[src/rtl/syscall_pkg.sv]
// Shared state encoding, service codes and helpers for the syscall controller.
package syscall_pkg;

  localparam int unsigned WORD_W = 32;
  localparam int unsigned BYTE_W = 8;

  typedef enum logic [2:0] {
    IDLE    = 3'd0,
    INT_OUT = 3'd1,
    CHR_OUT = 3'd2,
    STR_RD  = 3'd3,
    STR_OUT = 3'd4,
    HALT    = 3'd5
  } state_e;

  localparam logic [WORD_W-1:0] SYS_PRINT_INT  = 32'd1;
  localparam logic [WORD_W-1:0] SYS_PRINT_STR  = 32'd4;
  localparam logic [WORD_W-1:0] SYS_EXIT       = 32'd10;
  localparam logic [WORD_W-1:0] SYS_PRINT_CHAR = 32'd11;

  // Zero-extend a byte into a console character beat.
  function automatic logic [WORD_W-1:0] char_beat(input logic [BYTE_W-1:0] ch);
    return WORD_W'(ch);
  endfunction

endpackage

[src/rtl/syscall_ctrl.sv]
// Syscall service controller: console int/char/string output and program exit.
module syscall_ctrl
  import syscall_pkg::*;
#(
  parameter int unsigned MAX_STR_LEN = 256
) (
  input  logic              clk,
  input  logic              rst,
  input  logic              syscall_req,
  input  logic [WORD_W-1:0] v0,
  input  logic [WORD_W-1:0] a0,
  output logic              stall,
  output logic              done,
  output logic              mem_req,
  output logic [WORD_W-1:0] mem_addr,
  input  logic              mem_ack,
  input  logic [BYTE_W-1:0] mem_rdata,
  output logic              out_valid,
  input  logic              out_ready,
  output logic [WORD_W-1:0] out_data,
  output logic              out_is_char,
  output logic              halt,
  output logic              err
);

  localparam int unsigned CNT_W = $clog2(MAX_STR_LEN + 1);

  state_e            state_q, state_d;
  logic [CNT_W-1:0]  cnt_q, cnt_d;
  logic              done_d, err_d, halt_d;
  logic              mem_req_d, out_valid_d, out_is_char_d;
  logic [WORD_W-1:0] mem_addr_d, out_data_d;

  // Pipeline freeze: any active service, or a request arriving this cycle.
  assign stall = ~rst & ((state_q != IDLE) | syscall_req);

  // Next-state and next-output decode; mem_addr doubles as the string pointer.
  always_comb begin
    state_d       = state_q;
    cnt_d         = cnt_q;
    done_d        = 1'b0;
    err_d         = err;
    halt_d        = halt;
    mem_req_d     = mem_req;
    mem_addr_d    = mem_addr;
    out_valid_d   = out_valid;
    out_data_d    = out_data;
    out_is_char_d = out_is_char;
    case (state_q)
      IDLE: begin
        if (syscall_req) begin
          case (v0)
            SYS_PRINT_INT: begin
              state_d       = INT_OUT;
              out_valid_d   = 1'b1;
              out_data_d    = a0;
              out_is_char_d = 1'b0;
            end
            SYS_PRINT_CHAR: begin
              state_d       = CHR_OUT;
              out_valid_d   = 1'b1;
              out_data_d    = char_beat(a0[BYTE_W-1:0]);
              out_is_char_d = 1'b1;
            end
            SYS_PRINT_STR: begin
              state_d    = STR_RD;
              mem_req_d  = 1'b1;
              mem_addr_d = a0;
              cnt_d      = '0;
            end
            SYS_EXIT: begin
              state_d = HALT;
              halt_d  = 1'b1;
            end
            default: begin
              err_d  = 1'b1;
              done_d = 1'b1;
            end
          endcase
        end
      end
      INT_OUT, CHR_OUT: begin
        if (out_ready) begin
          state_d     = IDLE;
          out_valid_d = 1'b0;
          done_d      = 1'b1;
        end
      end
      STR_RD: begin
        if (mem_ack) begin
          mem_req_d = 1'b0;
          if (mem_rdata == '0) begin
            state_d = IDLE;
            done_d  = 1'b1;
          end else begin
            state_d       = STR_OUT;
            out_valid_d   = 1'b1;
            out_data_d    = char_beat(mem_rdata);
            out_is_char_d = 1'b1;
          end
        end
      end
      STR_OUT: begin
        if (out_ready) begin
          out_valid_d = 1'b0;
          mem_addr_d  = mem_addr + WORD_W'(1);
          cnt_d       = cnt_q + CNT_W'(1);
          if (cnt_d == CNT_W'(MAX_STR_LEN)) begin
            state_d = IDLE;
            err_d   = 1'b1;
            done_d  = 1'b1;
          end else begin
            state_d   = STR_RD;
            mem_req_d = 1'b1;
          end
        end
      end
      default: ;
    endcase
  end

  // State, counter and registered outputs.
  always_ff @(posedge clk or posedge rst) begin
    if (rst) begin
      state_q     <= IDLE;
      cnt_q       <= '0;
      done        <= 1'b0;
      err         <= 1'b0;
      halt        <= 1'b0;
      mem_req     <= 1'b0;
      mem_addr    <= '0;
      out_valid   <= 1'b0;
      out_data    <= '0;
      out_is_char <= 1'b0;
    end else begin
      state_q     <= state_d;
      cnt_q       <= cnt_d;
      done        <= done_d;
      err         <= err_d;
      halt        <= halt_d;
      mem_req     <= mem_req_d;
      mem_addr    <= mem_addr_d;
      out_valid   <= out_valid_d;
      out_data    <= out_data_d;
      out_is_char <= out_is_char_d;
    end
  end

endmodule

[config.mk]
export PLATFORM = sky130hd
export DESIGN_NAME = syscall_ctrl
export DESIGN_NICKNAME = d
export VERILOG_FILES = /design/src/rtl/syscall_pkg.sv /design/src/rtl/syscall_ctrl.sv
export SDC_FILE = /design/constraint.sdc
export NUM_CORES = 1
export LEC_CHECK = 0
export ABC_AREA = 1
export CAP_MARGIN = 0
export CORE_ASPECT_RATIO = 1.1
export CORE_MARGIN = 2
export CORE_UTILIZATION = 48
export CTS_CLUSTER_SIZE = 8
export DETAILED_ROUTE_END_ITERATION = 8
export MAX_ROUTING_LAYER = met4
export PLACE_DENSITY = 0.81
export SYNTH_ARGS = -nofsm -noshare
export SYNTH_HDL_FRONTEND = slang
export SYNTH_SLANG_ARGS = --single-unit
[constraint.sdc]
create_clock -name clk -period 3.5 [get_ports clk]
set_clock_uncertainty 0.05 [all_clocks]
set_input_delay 0.7 -clock clk [delete_from_list [all_inputs] [get_ports clk]]
set_output_delay 0.7 -clock clk [all_outputs]
set_load 0.02 [all_outputs]
Yosys cells after proc, flatten, opt, wreduce, memory -nomap -nowiden
Index checks and enable logic that the tools add are counted.
- input bits: 77
- logic and storage cells: 105
- register bits: 82
- output and inout bits: 71
- equal/unequal tests: 22
- add/sub/neg operators: 2
- reductions and logical operators: 19
- multiplexer cells: 49
- bitwise gates (word level): 3
- operator list (kind ; count):
    2-to-1 mux 32 bit ; 6
    case mux 32 bit (2 select lines) ; 3
    == test 32 x 4 -> 1 bit, second input constant ; 2
    adder 32 x 1 -> 32 bit, second input constant ; 1
    == test 32 x 1 -> 1 bit, second input constant ; 1
    == test 32 x 3 -> 1 bit, second input constant ; 1
    2-to-1 mux 9 bit ; 3
    case mux 3 bit (4 select lines) ; 2
    2-to-1 mux 1 bit ; 22
    != test 2 bit, second input constant ; 9
    case mux 9 bit (2 select lines) ; 1
    AND reduction 6 bit ; 3
    2-to-1 mux 3 bit ; 5
    AND reduction 5 bit ; 2
    adder 9 x 1 -> 9 bit, second input constant ; 1
    == test 9 bit, second input constant ; 1
    nonzero test 3 bit ; 3
    zero test 8 bit ; 1
    == test 3 x 2 -> 1 bit, second input constant ; 2
    case mux 1 bit (2 select lines) ; 3
    case mux 1 bit (3 select lines) ; 2
    != test 5 x 3 -> 1 bit, second input constant ; 1
    != test 2 x 1 -> 1 bit, second input constant ; 2
    case mux 1 bit (4 select lines) ; 1
    other kinds (15) ; 17

Logic depth before layout (Yosys ltp)
Gate-level depths: netlist (run 1).
- depth in word-level cells: 5
- gate-level depth with buffers: 13
- gate-level depth less buffers: 13

Worst setup path before layout (run 1)
OpenSTA, ideal clock, no wires.
- kind: input to output
- start: in rst
- end: out stall
- arrival: 2.745 ns
- setup slack: 0.005 ns
- required time: 2.750 ns
- cell stages on the path: 3
- buffers on the path: 0
- cell sequence: inv_1 > nand2_1 > inv_1
- cells in the longest elaborated chain, start to end: 2
- ends and longest elaborated chain (what ; RTL line ; RTL):
    start, declared ; syscall_ctrl.sv:8 ; input logic rst,
    inverter 1 bit ; syscall_ctrl.sv:35 ; assign stall = ~rst & ((state_q != IDLE) | syscall_req);
    bitwise AND 1 bit ; syscall_ctrl.sv:35 ;
    end, declared ; syscall_ctrl.sv:12 ; output logic stall,
Every way passes these cells.

Worst setup path in the final report (run 1)
- start: in syscall_req
- end: out stall
- cells in the longest elaborated chain, start to end: 2
- ends and longest elaborated chain (what ; RTL line ; RTL):
    start, declared ; syscall_ctrl.sv:9 ; input logic syscall_req,
    OR 1 bit ; syscall_ctrl.sv:35 ;
    bitwise AND 1 bit ; syscall_ctrl.sv:35 ;
Every way passes these cells.

==> qor.yml, run 1 <==
outcome:
  outcome: "finished clean"
job:
  max_cap_viol_count: 0
global_route:
  grt_usage: 0.301
  grt_max_degree: 68
  grt-ovfl-total: 0
  grt_first_pass_wirelength_mm: 26.3
  antenna_found_initial: 0
  grt_pass1_vias: 5264
synthesis:
  synth-edff-count: 0
  ys_ff_latch: 82
  async_flop_share: 1.00
  synth-seq-area-share: 0.399
  synthesis.area_um2: 5140
  syn_inst: 760
  syn_area_per_cell_um2: 6.76
  yosys_warnings: 0
  synth_nets: 840
  synth_cell_type_count: 37
  yosys_most_used_dff: "dfrtp_1"
critical_path:
  arrival_ns: 2.04
  critical_path_class: "in2out"
  reg2reg_from: "mem_addr[0]"
  crit_path_start_kind: "primary input"
  crit_path_end: "stall"
  startpoint: "syscall_req"
  crit_slowest_cell: "clkdlybuf4s50_1"
  reg2regPathDepth: 10
  path_cells: "clkdlybuf4s50_1 -> inv_1 -> nand2_2 -> nand2_1 -> inv_1 -> clkdlybuf4s50_1"
  required_ns: 2.75
  critical-path-max-stage-delay_ns: 0.59
  regToRegEndpoint: "mem_addr[18]"
  r2r_slack_ns: 1.25
  endpoint_kind: "output port"
  cp_max_fo: 3
placement:
  portBuffers: 147
  dpl.hpwl_mm: 12.7
  post-place-cells: 1031
  routabilityCongestion: 0.995
clocking:
  hold_buffers: 0
  cts_root_buf: "clkbuf_16"
  cts.path.max_buffers: 2
  cts_tree: "yes"
  cts.repair.resized: 0
  cts_setup_buffers: 0
  insertion_delay_ns: 0.33
  cts_made_buffers: 9
  cts_sinks: 82
  path_clk_slew_ns: 0.07
  cts-htree-levels: 3
sta:
  slew_headroom: 0.453
  hold_slack_ns: 0.429
  tightest_slew_ns: 0.819
  period_share: 0.796
  finalHoldViolCount: 0
  maxSlewViolCount: 0
  finalCriticalPeriod_ns: 2.79
  setup_viol: 0
  rsz0062_at_grt: "no"
  tns_ns: 0
  fmax_mhz: 359
layout:
  n_antenna_cell: 0
  area_delta_synth_final_pct: 37.2
  multi_input_area_um2: 2680
  seqCellArea_um2: 2050
  final_nets: 979
  drive_gt1_frac: 0.0531
  fin_cells: 1047
  fill_cells: 932
die:
  design.core.area_um2: 10400
  rows: 39
  start_util: 0.494
  fp.dieH_um: 113
  dieArea_um2: 11500
  die_w_um: 103
  ioPinCount: 148
min_path:
  worstHoldPathType: "reg2reg"
drt:
  viasPerCell: 5.33
  wire_per_inst_um: 15.7
  vias: 5580
  postRouteAntennaNets: 0
  routed_wl_mm: 16.5
  dr.first_iter.drc_count: 409
  drt_drc_violations_left: 0
  firstDrtPassIters: 6
power_and_ir_drop:
  leakagePower_nw: 3.28
  peakVddDrop_uv: 616
  p_per_area_nw_per_um2: 820
[area by class of cell]
type	count	share of cell area
multi-input cells	582	0.380
flip-flops and latches	82	0.291
repair buffers	154	0.216
inverters	70	0.0376
clock buffers	9	0.0319
well taps	143	0.0254
clock inverters	7	0.0181
[placed cells by master (no fill, tap or decap), types with 5 or more instances in the layout]
cell type        count
a21oi_1              5
buf_4                7
clkbuf_16            9
clkdlybuf4s50_1    147
dfrtp_1             82
inv_1               65
mux2i_1              6
nand2_1            264
nand3_1             75
nand4_1              9
nor2_1              92
nor3_1              11
o211ai_1             6
o21ai_0             37
o21ai_1             32
o21ai_2              6
o31ai_1              5
or2_2                6
[cells in the mapped netlist, types with 6 or more instances]
cell / count / area [µm²]
nand2_1: 264 / 991
nor2_1: 92 / 345
dfrtp_1: 82 / 2050
nand3_1: 75 / 375
inv_1: 66 / 248
o21ai_0: 37 / 185
o21ai_1: 32 / 160
clkbuf_1: 12 / 45.0
nor3_1: 11 / 55.1
nand4_1: 9 / 56.3
buf_2: 6 / 30.0
mux2i_1: 6 / 60.1
o211ai_1: 6 / 45.0
o21ai_2: 6 / 52.6
or2_2: 6 / 37.5
[logic make-up after synthesis]
family,after synthesis,synth area share
DFF,82,0.399
buffers and inverters,96,0.0813
xor gates and xnor gates,7,0.0119
and+or+nand+nor,466,0.376
muxes,6,0.0117
AOI/OAI and AO/OA,100,0.112
adders and majority gates,3,0.00731
[metal layers]
layer / vias to the layer above / wire length [µm] / global-route usage
met4: 0 / 737 / 0.138
met5: - / 0 / -
met2: 217 / 8070 / 0.479
met3: 40 / 949 / 0.0405
li1: 2721 / - / -
met1: 2602 / 6710 / 0.378
[sequential cells by signal, indices dropped and copies added, names as in the netlist, 3 cells and up]
| name | flops |
|---|---|
| out_data | 32 |
| state_q | 3 |
| cnt_q | 9 |
| mem_addr | 32 |
[power by group]
group	leakage, nW	internal, mW	switching [mW]
Clock	0.173	0.710	0.417
Sequential	1.01	1.38	0.441
Combinational	2.09	1.19	1.65
Total	3.28	3.27	2.50
[worst min-delay path by stage]
stage	from	endpoint	slack (ns)	cells past startpoint
3_3_place_gp	err	err	0.40	2
3_5_place_dp	mem_req	mem_req	0.41	2
6_report	mem_req	mem_req	0.43	2
2_1_floorplan	cnt_q[2]	cnt_q[2]	0.44	2
5_1_grt	err	err	0.45	2
4_1_cts	mem_req	mem_req	0.43	2
[critical path, delay by kind of cell]
kind | cells | cell delay, ns
AND/OR/NAND/NOR | 2 | 0.13
buffers and inverters | 4 | 1.20
[per-stage QoR]
stage / util / worst slack (ns) / area [µm²] / power, mW
floorplan: - / 0.00455 / 5140 / 3.47
global placement: 0.644 / 0.706 / 6700 / 4.57
detailed placement: 0.644 / 0.704 / 6700 / 4.64
CTS: 0.678 / 0.698 / 7050 / 5.79
global route: 0.678 / 0.598 / 7050 / 6.17
finish: 0.678 / 0.714 / 7050 / 5.78
Note: power is estimated with default switching activity, not from simulation.
==> run 2, diff against run 1 <==
--- a/config.mk
+++ b/config.mk
@@ -9,11 +9,11 @@
 export CAP_MARGIN = 0
 export CORE_ASPECT_RATIO = 1.1
 export CORE_MARGIN = 2
-export CORE_UTILIZATION = 48
+export CORE_UTILIZATION = 44
 export CTS_CLUSTER_SIZE = 8
 export DETAILED_ROUTE_END_ITERATION = 8
 export MAX_ROUTING_LAYER = met4
-export PLACE_DENSITY = 0.81
+export PLACE_DENSITY = 0.78
 export SYNTH_ARGS = -nofsm -noshare
 export SYNTH_HDL_FRONTEND = slang
 export SYNTH_SLANG_ARGS = --single-unit
==> constraint.sdc (replaced) <==
create_clock -name clk -period 2.3 [get_ports clk]
set_clock_uncertainty 0.05 [all_clocks]
set_input_delay 0.46 -clock clk [delete_from_list [all_inputs] [get_ports clk]]
set_output_delay 0.46 -clock clk [all_outputs]
set_load 0.02 [all_outputs]
==> run 2 against run 1 <==
Against the previous run:
- cell count grew 2.3%
- global-route usage decreased by 2.6 points
- setup slack got worse by 0.61 ns
- sequential power rose by 52%
- wire length is 2.9% lower
- clock-buffer cell count is the same
- combinational power grew 54%
- critical path depth is 1 higher
- hold slack better by 0.00067 ns
- largest power group unchanged
==> qor.yml, run 2 (same netlist as run 1, synthesis figures left out) <==
critical_path:
  reg2reg_from: "mem_addr[1]"
  critical-path-max-stage-delay_ns: 0.44  # -0.15 ns
  required_ns: 1.79  # -0.96 ns
  crit_path_start_kind: "flip-flop"
  crit_buf_inv: 3  # -1
  critical_path_class: "reg2out"
  arrival_ns: 1.68  # -0.36 ns
  endpoint_kind: "output port"
  crit_slowest_cell: "dfrtp_1"
  crit_path_frequent_cell: "nand2_1"
  startpoint: "state_q[1]"
  path_delay_family: "simple AND/OR/NAND/NOR gates"
  cp_max_fo: 4  # +1
  path_cells: "nor2_4 -> nand2_1 -> inv_2 -> nand2_2 -> nand2_1 -> inv_1 -> dlygate4sd2_1"
clocking:
  cts-htree-levels: 3  # unchanged
  cts_tree: "yes"
  cts_sinks: 82  # unchanged
  cts.path.max_buffers: 2  # unchanged
  insertion_delay_ns: 0.34  # about the same
  hold_buffers: 0  # unchanged
  cts_root_buf: "clkbuf_16"
  path_clk_slew_ns: 0.07  # about the same
  cts_made_buffers: 9  # unchanged
sta:
  maxSlewViolCount: 0  # unchanged
  tightest_slew_ns: 0.511  # -0.307 ns
  setup_ws_ns: 0.108  # -0.606 ns
  finalCriticalPeriod_ns: 2.19
  finalHoldViolCount: 0  # unchanged
  tns_ns: 0  # unchanged
  setup_viol: 0  # unchanged
  rsz0062_at_grt: "no"
  slew_headroom: 0.657  # +0.204
  fmax_mhz: 456
  period_share: 0.953
drt:
  postRouteAntennaNets: 0  # unchanged
  firstDrtPassIters: 5  # -1
  routed_wl_mm: 16.0  # -2.9%
  drt_drc_violations_left: 0  # unchanged
  vias: 5499  # -1.5%
  dr.first_iter.drc_count: 352  # -14%
  wire_per_inst_um: 14.9  # -5.0%
  viasPerCell: 5.13  # -3.7%
die:
  design.core.area_um2: 11400  # +10%
  ioPinCount: 148  # unchanged
  dieArea_um2: 12600  # +8.8%
  die_w_um: 107  # +4.3%
  start_util: 0.449  # -0.0452
  fp.dieH_um: 117  # +4.3%
  rows: 41  # +5.1%
layout:
  layout_commonest_cell: "nand2_1"
  layout_common_cells: "nand2_1, clkdlybuf4s50_1, nor2_1"
  final_nets: 996  # +1.7%
  postLayoutCellArea_um2: 7140  # +1.3%
  reg.largest.list: "mem_addr (32), out_data (32), cnt_q (9)"
  n_antenna_cell: 0  # unchanged
  area_delta_synth_final_pct: 39.0
  drive_gt1_frac: 0.0706  # +0.0175
power_and_ir_drop:
  p_per_area_nw_per_um2: 1200  # +46%
  leakagePower_nw: 3.33  # +1.8%
  power_frac_comb: 0.511  # +0.021
  p_sw_frac: 0.446  # +0.0125
  peakVddDrop_uv: 621  # +0.87%
  p_int_mw: 4.74  # +45%
  switching_power_mw: 3.81  # +52%
  clock_power_share: 0.166  # -0.029
  seqPwrFrac: 0.323  # +0.008
global_route:
  busiest_layer: "met2"
  antenna_found_initial: 0  # unchanged
  grt_max_degree: 68  # unchanged
  met2_usage: 0.446  # -0.0331
  met1_usage: 0.345  # -0.0326
  grt_pass1_vias: 5428  # +3.1%
  grt_usage: 0.275  # -0.0262
  grt-ovfl-total: 0  # unchanged
  use_met3: 0.0411  # +0.000661
  grt_first_pass_wirelength_mm: 26.7  # +1.5%
placement:
  dpl.hpwl_mm: 12.3  # -3.0%
  routabilityCongestion: 0.971  # -2.4%
  place_worst_setup_slack_ns: -0.0216  # -0.725 ns
  dpl-instance-area_um2: 6850  # +2.3%
  portBuffers: 147  # unchanged
min_path:
  worstHoldPathType: "reg2reg"
  min_from: "err"
job:
  max_cap_viol_count: 0  # unchanged
outcome:
  outcome: "finished clean"
## run 2: repair_timing
item / CTS / global route
gates resized for setup: 1 / 0
buffers inserted: 0 / 1
endpoints found under the setup margin: 1 / 1
## run 2: worst paths after layout
path | endpoint | slack [ns] | depth (start not counted)
max | stall | 0.11 | 7
min | err | 0.43 | 2
max reg2reg | mem_addr[14] | 0.28 | 9
min reg2reg | err | 0.43 | 2
max in group asynchronous | out_data[10] | 0.82 | 4
min in group asynchronous | mem_addr[22] | 0.59 | 3
## run 2: final cells by class
class                   instances  area (µm²)
clock inverters                 7        58.8
well taps                     150         188
repair buffers                171        1680
multi-input cells             582        2680
inverters                      70         268
clock buffers                   9         225
fillers                      1081        4300
flip-flops and latches         82        2050
## run 2: worst register-to-register path: stages, from the launching register on
cell	delay (ns)
dfrtp_1	0.44
ha_1	0.23
nand3_1	0.13
nor2_1	0.35
inv_1	0.07
nor2_1	0.26
xnor2_1	0.16
nand2_1	0.06
o211ai_1	0.10
nand2_1	0.06
## run 2: per-layer routing
| metal | vias to the layer above | part of all wire |
|---|---|---|
| met5 | - | 0 |
| met4 | 0 | 0.033 |
| met3 | 31 | 0.055 |
| met2 | 193 | 0.49 |
| met1 | 2518 | 0.42 |
| li1 | 2757 | - |
## run 2: stage by stage
stage                     hold slack, ns   util  total power [mW]  instances
final                              0.429  0.624              8.55       1071
after global routing               0.447  0.624              9.17       1071
after CTS                          0.434  0.624              8.55       1070
after detailed placement           0.402  0.599              7.11       1054
after global placement             0.404  0.599              7.03       1054
after floorplan                    0.436      -              5.28        760
## run 2: power by group through the flow
stage / registers, mW / logic [mW] / clock network (mW)
after floorplan: 3.29 / 1.99 / 0
after global placement: 2.76 / 4.27 / 0
after detailed placement: 2.77 / 4.35 / 0
after CTS: 2.76 / 4.36 / 1.43
after global routing: 2.86 / 4.82 / 1.50
final: 2.77 / 4.37 / 1.42
